## src/rtl/calc_seq_display.sv

```systemverilog
// calc_seq_display: sequential W-bit calculator (clr/add/sub/mul/restoring div) driving a
// scanned active-low 7-segment bank. Define DECIMAL_EN to show the result as BCD digits.
module calc_seq_display #(
    parameter int W        = 4,
    parameter int NDIG     = 6,
    parameter int SCAN_DIV = 5000
) (
    input  logic            clk,
    input  logic            rst,
    input  logic [W-1:0]    a,
    input  logic [W-1:0]    b,
    input  logic [2:0]      k,
    input  logic            start,
    output logic            busy,
    output logic            done,
    output logic [6:0]      light,
    output logic [NDIG-1:0] en,
    output logic            flagLed,
    output logic            errLed
);
    localparam int MW = 2 * W;
`ifdef DECIMAL_EN
    localparam int NBCD = (2 * W + 2) / 3 + 1;
    localparam int RW   = 4 * NBCD;
`else
    localparam int RW   = MW;
`endif
    localparam int PADW = 4 * NDIG + RW;
    localparam int SCW  = (SCAN_DIV > 1) ? $clog2(SCAN_DIV) : 1;
    localparam int IXW  = $clog2(NDIG);
    localparam int CW   = $clog2(MW + 1);

`ifdef DECIMAL_EN
    typedef enum logic [2:0] {S_IDLE, S_EXEC, S_DIV, S_CONV, S_DONE} state_t;
`else
    typedef enum logic [2:0] {S_IDLE, S_EXEC, S_DIV, S_DONE} state_t;
`endif

    state_t          state_q;
    logic [W-1:0]    a_q, b_q, rem_q, quo_q, a_disp_q;
    logic [2:0]      k_q;
    logic [MW-1:0]   wmag_q;
    logic            wflag_q, werr_q;
    logic [CW-1:0]   cnt_q;
    logic [RW-1:0]   res_q;
    logic            busy_q, done_q, flag_q, err_q;
    logic [SCW-1:0]  scan_q;
    logic [IXW-1:0]  idx_q;

    // Operands widened to 2W+1 signed so sub can go negative and mul never overflows.
    logic signed [MW:0] ea, eb, alu_s;
    logic [MW-1:0]      alu_mag_d;
    logic               alu_neg_d, alu_err_d, is_div_d;

    assign ea = $signed({{(W + 1){1'b0}}, a_q});
    assign eb = $signed({{(W + 1){1'b0}}, b_q});

    always_comb begin
        alu_s     = '0;
        alu_err_d = 1'b0;
        is_div_d  = 1'b0;
        case (k_q)
            3'b100:  alu_s = '0;
            3'b101:  alu_s = ea + eb;
            3'b110:  alu_s = ea - eb;
            3'b111:  alu_s = ea * eb;
            3'b011: begin
                is_div_d  = (b_q != '0);
                alu_err_d = (b_q == '0);
            end
            default: alu_err_d = 1'b1;
        endcase
        alu_neg_d = alu_s[MW];
        alu_mag_d = alu_neg_d ? MW'(-alu_s) : alu_s[MW-1:0];
    end

    // One restoring-division step: shift in the next dividend bit, subtract if it fits.
    logic [W:0]   shift_d;
    logic [W-1:0] rem_d, quo_d;

    always_comb begin
        shift_d = {rem_q, quo_q[W-1]};
        if (shift_d >= {1'b0, b_q}) begin
            rem_d = W'(shift_d - {1'b0, b_q});
            quo_d = {quo_q[W-2:0], 1'b1};
        end else begin
            rem_d = shift_d[W-1:0];
            quo_d = {quo_q[W-2:0], 1'b0};
        end
    end

`ifdef DECIMAL_EN
    logic [RW+MW-1:0] dd_q, dd_adj;

    assign dd_adj[MW-1:0] = dd_q[MW-1:0];
    for (genvar gi = 0; gi < NBCD; gi++) begin : g_dd
        logic [3:0] dig;
        assign dig = dd_q[MW + 4 * gi +: 4];
        assign dd_adj[MW + 4 * gi +: 4] = (dig >= 4'd5) ? dig + 4'd3 : dig;
    end
`endif

    always_ff @(posedge clk) begin
        if (rst) begin
            state_q  <= S_IDLE;
            busy_q   <= 1'b0;
            done_q   <= 1'b0;
            flag_q   <= 1'b0;
            err_q    <= 1'b0;
            res_q    <= '0;
            a_disp_q <= '0;
            a_q      <= '0;
            b_q      <= '0;
            k_q      <= '0;
            wmag_q   <= '0;
            wflag_q  <= 1'b0;
            werr_q   <= 1'b0;
            rem_q    <= '0;
            quo_q    <= '0;
            cnt_q    <= '0;
`ifdef DECIMAL_EN
            dd_q     <= '0;
`endif
        end else begin
            done_q <= 1'b0;
            case (state_q)
                S_IDLE: begin
                    if (start) begin
                        a_q     <= a;
                        b_q     <= b;
                        k_q     <= k;
                        busy_q  <= 1'b1;
                        state_q <= S_EXEC;
                    end
                end
                S_EXEC: begin
                    wmag_q  <= alu_mag_d;
                    wflag_q <= alu_neg_d;
                    werr_q  <= alu_err_d;
                    rem_q   <= '0;
                    quo_q   <= a_q;
                    cnt_q   <= '0;
`ifdef DECIMAL_EN
                    dd_q    <= {{RW{1'b0}}, alu_mag_d};
                    if (is_div_d)       state_q <= S_DIV;
                    else if (alu_err_d) state_q <= S_DONE;
                    else                state_q <= S_CONV;
`else
                    state_q <= is_div_d ? S_DIV : S_DONE;
`endif
                end
                S_DIV: begin
                    rem_q <= rem_d;
                    quo_q <= quo_d;
                    cnt_q <= cnt_q + 1'b1;
                    if (cnt_q == CW'(W - 1)) begin
                        wmag_q <= MW'(quo_d);
`ifdef DECIMAL_EN
                        dd_q    <= {{RW{1'b0}}, MW'(quo_d)};
                        cnt_q   <= '0;
                        state_q <= S_CONV;
`else
                        state_q <= S_DONE;
`endif
                    end
                end
`ifdef DECIMAL_EN
                S_CONV: begin
                    dd_q  <= dd_adj << 1;
                    cnt_q <= cnt_q + 1'b1;
                    if (cnt_q == CW'(MW - 1)) state_q <= S_DONE;
                end
`endif
                S_DONE: begin
                    done_q   <= 1'b1;
                    busy_q   <= 1'b0;
                    flag_q   <= wflag_q;
                    err_q    <= werr_q;
                    a_disp_q <= a_q;
`ifdef DECIMAL_EN
                    res_q    <= dd_q[RW+MW-1:MW];
`else
                    res_q    <= wmag_q;
`endif
                    state_q  <= S_IDLE;
                end
                default: state_q <= S_IDLE;
            endcase
        end
    end

    always_ff @(posedge clk) begin
        if (rst) begin
            scan_q <= '0;
            idx_q  <= '0;
        end else if (scan_q == SCW'(SCAN_DIV - 1)) begin
            scan_q <= '0;
            idx_q  <= (idx_q == IXW'(NDIG - 1)) ? '0 : idx_q + 1'b1;
        end else begin
            scan_q <= scan_q + 1'b1;
        end
    end

    function automatic logic [6:0] seg_of(input logic [3:0] v);
        case (v)
            4'h0: seg_of = 7'b0000001;
            4'h1: seg_of = 7'b1001111;
            4'h2: seg_of = 7'b0010010;
            4'h3: seg_of = 7'b0000110;
            4'h4: seg_of = 7'b1001100;
            4'h5: seg_of = 7'b0100100;
            4'h6: seg_of = 7'b0100000;
            4'h7: seg_of = 7'b0001111;
            4'h8: seg_of = 7'b0000000;
            4'h9: seg_of = 7'b0000100;
            4'hA: seg_of = 7'b0001000;
            4'hB: seg_of = 7'b1100000;
            4'hC: seg_of = 7'b0110001;
            4'hD: seg_of = 7'b1000010;
            4'hE: seg_of = 7'b0110000;
            default: seg_of = 7'b0111000;
        endcase
    endfunction

    // Zero padding makes unused high result positions read as '0'.
    logic [PADW-1:0] res_pad;
    logic [3:0]      a_nib;
    logic [6:0]      light_d;

    assign res_pad = PADW'(res_q);
    assign a_nib   = 4'(a_disp_q);

    always_comb begin
        light_d = 7'b1111111;
        if (idx_q == IXW'(NDIG - 1))      light_d = seg_of(a_nib);
        else if (idx_q == IXW'(NDIG - 2)) light_d = flag_q ? 7'b1111110 : 7'b1111111;
        else                              light_d = seg_of(res_pad[{idx_q, 2'b00} +: 4]);
    end

    assign light   = light_d;
    assign en      = ~(NDIG'(1) << idx_q);
    assign busy    = busy_q;
    assign done    = done_q;
    assign flagLed = flag_q;
    assign errLed  = err_q;
endmodule

```

## config.mk

```make
export PLATFORM = sky130hd
export DESIGN_NAME = calc_seq_display
export DESIGN_NICKNAME = d
export VERILOG_FILES = /design/src/rtl/calc_seq_display.sv
export SDC_FILE = /design/constraint.sdc
export NUM_CORES = 1
export LEC_CHECK = 0
export ABC_AREA = 0
export BUFFER_PORTS_ARGS = -buffer_cell sky130_fd_sc_hd__buf_2
export CORE_MARGIN = 2
export CORE_UTILIZATION = 29
export CTS_CLUSTER_DIAMETER = 120
export DETAILED_ROUTE_END_ITERATION = 6
export HOLD_SLACK_MARGIN = 0.15
export SETUP_SLACK_MARGIN = 0.02
export SYNTH_ARGS = -nofsm -noshare
export SYNTH_HDL_FRONTEND = slang
export SYNTH_SLANG_ARGS = --single-unit
```

## constraint.sdc

```tcl
create_clock -name clk -period 4.05 [get_ports clk]
set_input_delay 0.405 -clock clk [delete_from_list [all_inputs] [get_ports clk]]
set_output_delay 0.405 -clock clk [all_outputs]
set_load 0.005 [all_outputs]
```

=== Yosys cells after proc, flatten, opt, wreduce, memory -nomap -nowiden ===
Memory sizes are Yosys's and may differ from the RTL's. A register that Yosys moved wholly into a read port is not among the register bits.
Index checks and enable logic that the tools add are counted.

* Flip-flop bits (word level): 68
* ROM bits: 224
* Logic and storage cells: 81
* Memories kept: 2

* $add $sub $neg: 7
* $mul: 1
* $lt $le $gt $ge: 1
* Equal/unequal tests: 14
* Shift-type cells: 2
* Mux-type cells: 24
* Bitwise gates (word level): 1
* Reductions and logical operators: 11

{| class="wikitable"
|+ Memory list
! memory !! depth !! bits a word !! rd ports !! clocked after memory_dff !! write ports !! line !! RTL
|-
| (name not given) || 16 || 7 || 1 || 1 || 0 || 205 || <nowiki>case (v)</nowiki>
|-
| (name not given) || 16 || 7 || 1 || 0 || 0 || 205 ||
|}

{| class="wikitable"
|+ Operators by type and width
! operator !! count
|-
| 32-bit by 6-bit indexed part select with 4-bit output || 1
|-
| 9-bit one-hot mux with 3 select lines || 1
|-
| 4-bit one-hot mux with 2 select lines || 3
|-
| 3-bit == test, second input constant || 6
|-
| 8-bit two-way mux || 2
|-
| 8-bit one-hot mux with 2 select lines || 1
|-
| 7-bit two-way mux || 2
|-
| 13-bit by 1-bit adder with 13-bit output, second input constant || 1
|-
| 13-bit == test, second input constant || 1
|-
| 4-bit two-way mux || 3
|-
| 3-bit by 2-bit == test with 1-bit output, second input constant || 3
|-
| 3-bit two-way mux || 3
|-
| 3-bit one-hot mux with 3 select lines || 1
|-
| 4-bit by 4-bit multiplier with 8-bit output || 1
|-
| 8-bit negator || 1
|-
| 2-bit AND reduction || 4
|-
| 1-bit two-way mux || 6
|-
| 6-bit NOT || 1
|-
| 1-bit by 3-bit << shifter with 6-bit output, first input constant || 1
|-
| 4-bit by 4-bit adder with 5-bit output || 1
|-
| 5-bit by 4-bit greater-or-equal comparator with 1-bit output || 1
|-
| 4-bit by 4-bit subtractor with 5-bit output || 1
|-
| 4-bit by 1-bit adder with 4-bit output, second input constant || 1
|-
| 4-bit by 2-bit == test with 1-bit output, second input constant || 1
|-
| 11 further kinds || 14
|}

=== Longest topological paths before layout ===
* Depth in word-level cells: 5
* Depth in mapped cells: 11
* Gate-level depth less buffers: 11

=== Worst setup path before layout ===
OpenSTA, ideal clock, no wires.

* Kind: register to register
* Start: reg a_q[1]
* End: reg wmag_q[3]
* Setup time: 0.116 ns
* Arrival time: 2.859 ns
* Setup slack: 1.075 ns
* Cell stages (with the launch flop): 9
* Clock period less this slack: 2.975 ns
* Cells stage by stage: dfxtp_1 nand2_1 fa_1 inv_1 fa_1 fa_1 nand4_1 a211o_1 a31o_2

* Cells in the longest elaborated chain, start to end: 5
* Elaborated cells on any way between the ends: 7
* Those cells by class: add/sub: 3; mul: 1; mux: 3

{| class="wikitable"
|+ Ends and longest elaborated chain
! element !! line !! RTL
|-
| start, declared || 40 || <nowiki>logic [W-1:0] a_q, b_q, rem_q, quo_q, a_disp_q;</nowiki>
|-
| start signal, assigned || 112 || <nowiki>a_q <= '0;</nowiki>
|-
| start signal, assigned || 129 || <nowiki>a_q <= a;</nowiki>
|-
| 4-bit by 4-bit multiplier with 8-bit output (tied with other cells) || 66 || <nowiki>3'b111: alu_s = ea * eb;</nowiki>
|-
| 9-bit one-hot mux with 3 select lines * || 62 || <nowiki>case (k_q)</nowiki>
|-
| 8-bit negator || 74 || <nowiki>alu_mag_d = alu_neg_d ? MW'(-alu_s) : alu_s[MW-1:0];</nowiki>
|-
| 8-bit two-way mux * || 74 ||
|-
| 8-bit one-hot mux with 2 select lines * || 126 || <nowiki>case (state_q)</nowiki>
|-
| end signal, assigned || 137 || <nowiki>wmag_q <= alu_mag_d;</nowiki>
|-
| end signal, assigned || 157 || <nowiki>wmag_q <= MW'(quo_d);</nowiki>
|-
| end, declared || 42 || <nowiki>logic [MW-1:0] wmag_q;</nowiki>
|}

Mark *: on every way between the ends. The rest lies on a longest branch, timed or not.
A chain may end at the register's enable or synchronous reset.

=== Final worst setup path ===
* Start: reg a_q[1]
* End: reg wmag_q[7]

The elaborated chain is that of the path after synthesis.

==> metrics <==
status=finished, final reports clean; setup TNS=0 ps; commonest non-fill, non-tap cell in the layout=dfxtp_1; WS Path Type=flip-flop to flip-flop; fin worst setup slack=841.9 ps; power per cell area=469.1 nW/um2; CP required=4300 ps; DR pass1 iterations=4; nature of the critical path startpoint=flip-flop; die area=16,830 um2; Max-cap violations=0; Place WS=863.3 ps; Seq/Total Area, Yosys=32.32%; wire per inst=13.54 um; largest area contributor in the netlist=dfxtp_1; Flop pwr share=36.4%; R2R depth=10; Worst setup EP type=flip-flop; Via density=4.851; critical path's largest stage delay=560 ps; synthesized area=4583 um2; DRC violations left=0; gr usage total=13.19%; Critical Path AT=3450 ps; EDFF count, synth=0; post-synthesis cell count=542; Max transition margin=54.26%; Final Hold Viols=0; Starting Density=29.93%; total global routing overflow=0; ys async rst share=0%; Top FF cell, synth=dfxtp_1; net count after synthesis=607; worst ir drop on vdd=0.2551 mV; post-cts sizing count=0; H-tree levels=3; initial DRC count=187; Final HPWL DP=7972 um; worst hold-check path type=input port to flip-flop; Avg Cell Area, Syn=8.456 um2; top cell type's share of synthesized area=32.32%; sw frac=35.78%; Root Buffer=clkbuf_16; first-pass GRT wire length=17,530 um; Reg clk slew, reported paths=60 ps; top cells by area, synth=dfxtp_1 (32%), ha_1 (12%), nor2_1 (5.5%), mux2i_1 (5.5%), nand2_1 (4.4%); clk_lat worst skew=340 ps; count of state elements after synthesis=74; RD Place Congestion=0.8764; cell mode on critical path=fa_1; CP max FO=10; combinational power share=31.0%; post-CTS setup buffers=0; Die Span Y=129.7 um; core area=15,310 um2; Routed Antenna Nets=0; FMAX=0.3117 GHz; area grow syn2layout=13.65%; period utilization=79.21%; vias in the first global route=3,732; clock skew=7.382 ps; most frequent cells in the layout=dfxtp_1 (74), nor2_1 (67), nand2_1 (54); Clk network pwr share=32.5%; Routed WL=10,540 um; Finish-stage setup viols=0; number of distinct library cells after synthesis=64; Longest Clk Path Bufs=2; Worst-Margin Slew=679.9 ps; RSZ-0062 raised after global routing=no; initial antenna violation count=0; CTS sink cnt=74; hold_buf cts=0; Nets=627; cell-internal power=1.569 mW; Rows=45; Die W=129.7 um; Critical R2R Capture=wmag_q[7]; P_leak=2.110 nW; routed via count=3,774; P_sw=874.1 uW; layout cell share with drive strength beyond 1=11.11%; worst path cell trace=nand2_1, fa_1, inv_1, fa_1, ha_1, a21o_1, a21oi_1, o21ai_0, xnor2_1, o41ai_1; largest net degree at the start of global routing=35; CTS buffer count=9; TritonCTS clock tree=done; CP startpoint=a_q[1]; Max Slew Vio Count=0; number of top-level pins=31; r2r setup slk=840 ps; Synth Warn #=0; CP max-delay cell=dfxtp_1; Critical Path End=wmag_q[7]; n_diodes=0; post-route minimum period=3208 ps; RR Startpoint=a_q[1]; IO Port Bufs=30; final core utilization=34.01%
-- Yosys cell counts (all sizes together) (6+ instances only) --
| master | count |
|---|---|
| nand3 | 20 |
| nand2b | 8 |
| ha | 44 |
| a21oi | 35 |
| nor3 | 7 |
| nor2 | 67 |
| buf | 14 |
| nand2 | 54 |
| mux2i | 25 |
| fa | 7 |
| clkbuf | 11 |
| and3 | 6 |
| dfxtp | 74 |
| o21ai | 19 |
| and2 | 11 |
| xnor2 | 13 |
| xor2 | 6 |
| inv | 33 |
-- registers in the layout, summed over array words and instances (netlist names), named ones only --
signal and cells:
scan_q 13, res_q 8, wmag_q 8, a_disp_q 4, a_q 4, b_q 4
cnt_q 4, quo_q 4, rem_q 4, idx_q 3, k_q 3, state_q 2
busy 1, done 1, errLed 1, flagLed 1, werr_q 1, wflag_q 1
-- kinds of logic (layout without fill, tap and decap cells) --
group / after synthesis / count (layout) / share of synthesized area (%)
buffers and inverters: 58 / 83 / 5.187
muxes: 31 / 31 / 7.180
xor gates and xnor gates: 19 / 19 / 3.631
AOI/OAI and AO/OA: 104 / 104 / 14.82
DFF: 74 / 74 / 32.32
and+or+nand+nor: 205 / 205 / 21.79
adders and majority gates: 51 / 51 / 15.07
-- worst min-delay path by stage --
stage	from	end	slack, ps	depth (start not counted)
detailed placement	scan_q[0]	scan_q[0]	440	1
floorplan	scan_q[0]	scan_q[0]	420	1
global route	b[2]	b_q[2]	310	3
CTS	k[1]	k_q[1]	300	3
finish	b[0]	b_q[0]	310	3
global placement	scan_q[0]	scan_q[0]	430	1
-- through the flow --
step / instance area (um2) / hold WS [ps] / cells / total power, mW
finish: 5209 / 306.5 / 778 / 2.443
CTS: 5209 / 297.7 / 778 / 2.459
global route: 5209 / 313.1 / 778 / 2.606
detailed placement: 4913 / 438.8 / 762 / 1.654
global placement: 4913 / 430.1 / 762 / 1.634
floorplan: 4583 / 417.5 / 542 / 1.464
-- area by class of cell --
class,count,area (um2)
clock inverter,6,66.31
tap,211,264.0
timing repair buffer,34,180.2
sequential,74,1481
inverter,33,123.9
multi-input combinational,410,2864
clock buffer,10,229.0
fill,1619,10110
-- critical path: cells and delay by family, from the launching register on --
kind	cells	cell delay (ps)
AO/OA/AOI/OAI	4	830
AND/OR/NAND/NOR	1	140
XOR/XNOR	1	140
flip-flops	1	560
buffers and inverters	1	60
adder cells (fa/ha/maj)	3	1390
-- power by group through the flow --
| stage | sequential (mW) | combinational, mW | clock [mW] |
|---|---|---|---|
| 6_report | 0.890 | 0.758 | 0.795 |
| 5_1_grt | 0.901 | 0.856 | 0.849 |
| 4_1_cts | 0.890 | 0.754 | 0.815 |
| 3_3_place_gp | 0.901 | 0.734 | 0 |
| 2_1_floorplan | 0.867 | 0.597 | 0 |
| 3_5_place_dp | 0.905 | 0.749 | 0 |
-- layer usage --
layer / GRT usage (%) / part of all wire (%) / up-vias
met5: 0 / 0 / -
met4: 4.364 / 1.7 / 0
met2: 23.65 / 51 / 48
li1: - / - / 1927
met1: 15.03 / 45 / 1786
met3: 3.813 / 3.1 / 13
Power figures use the tool's default switching activity.
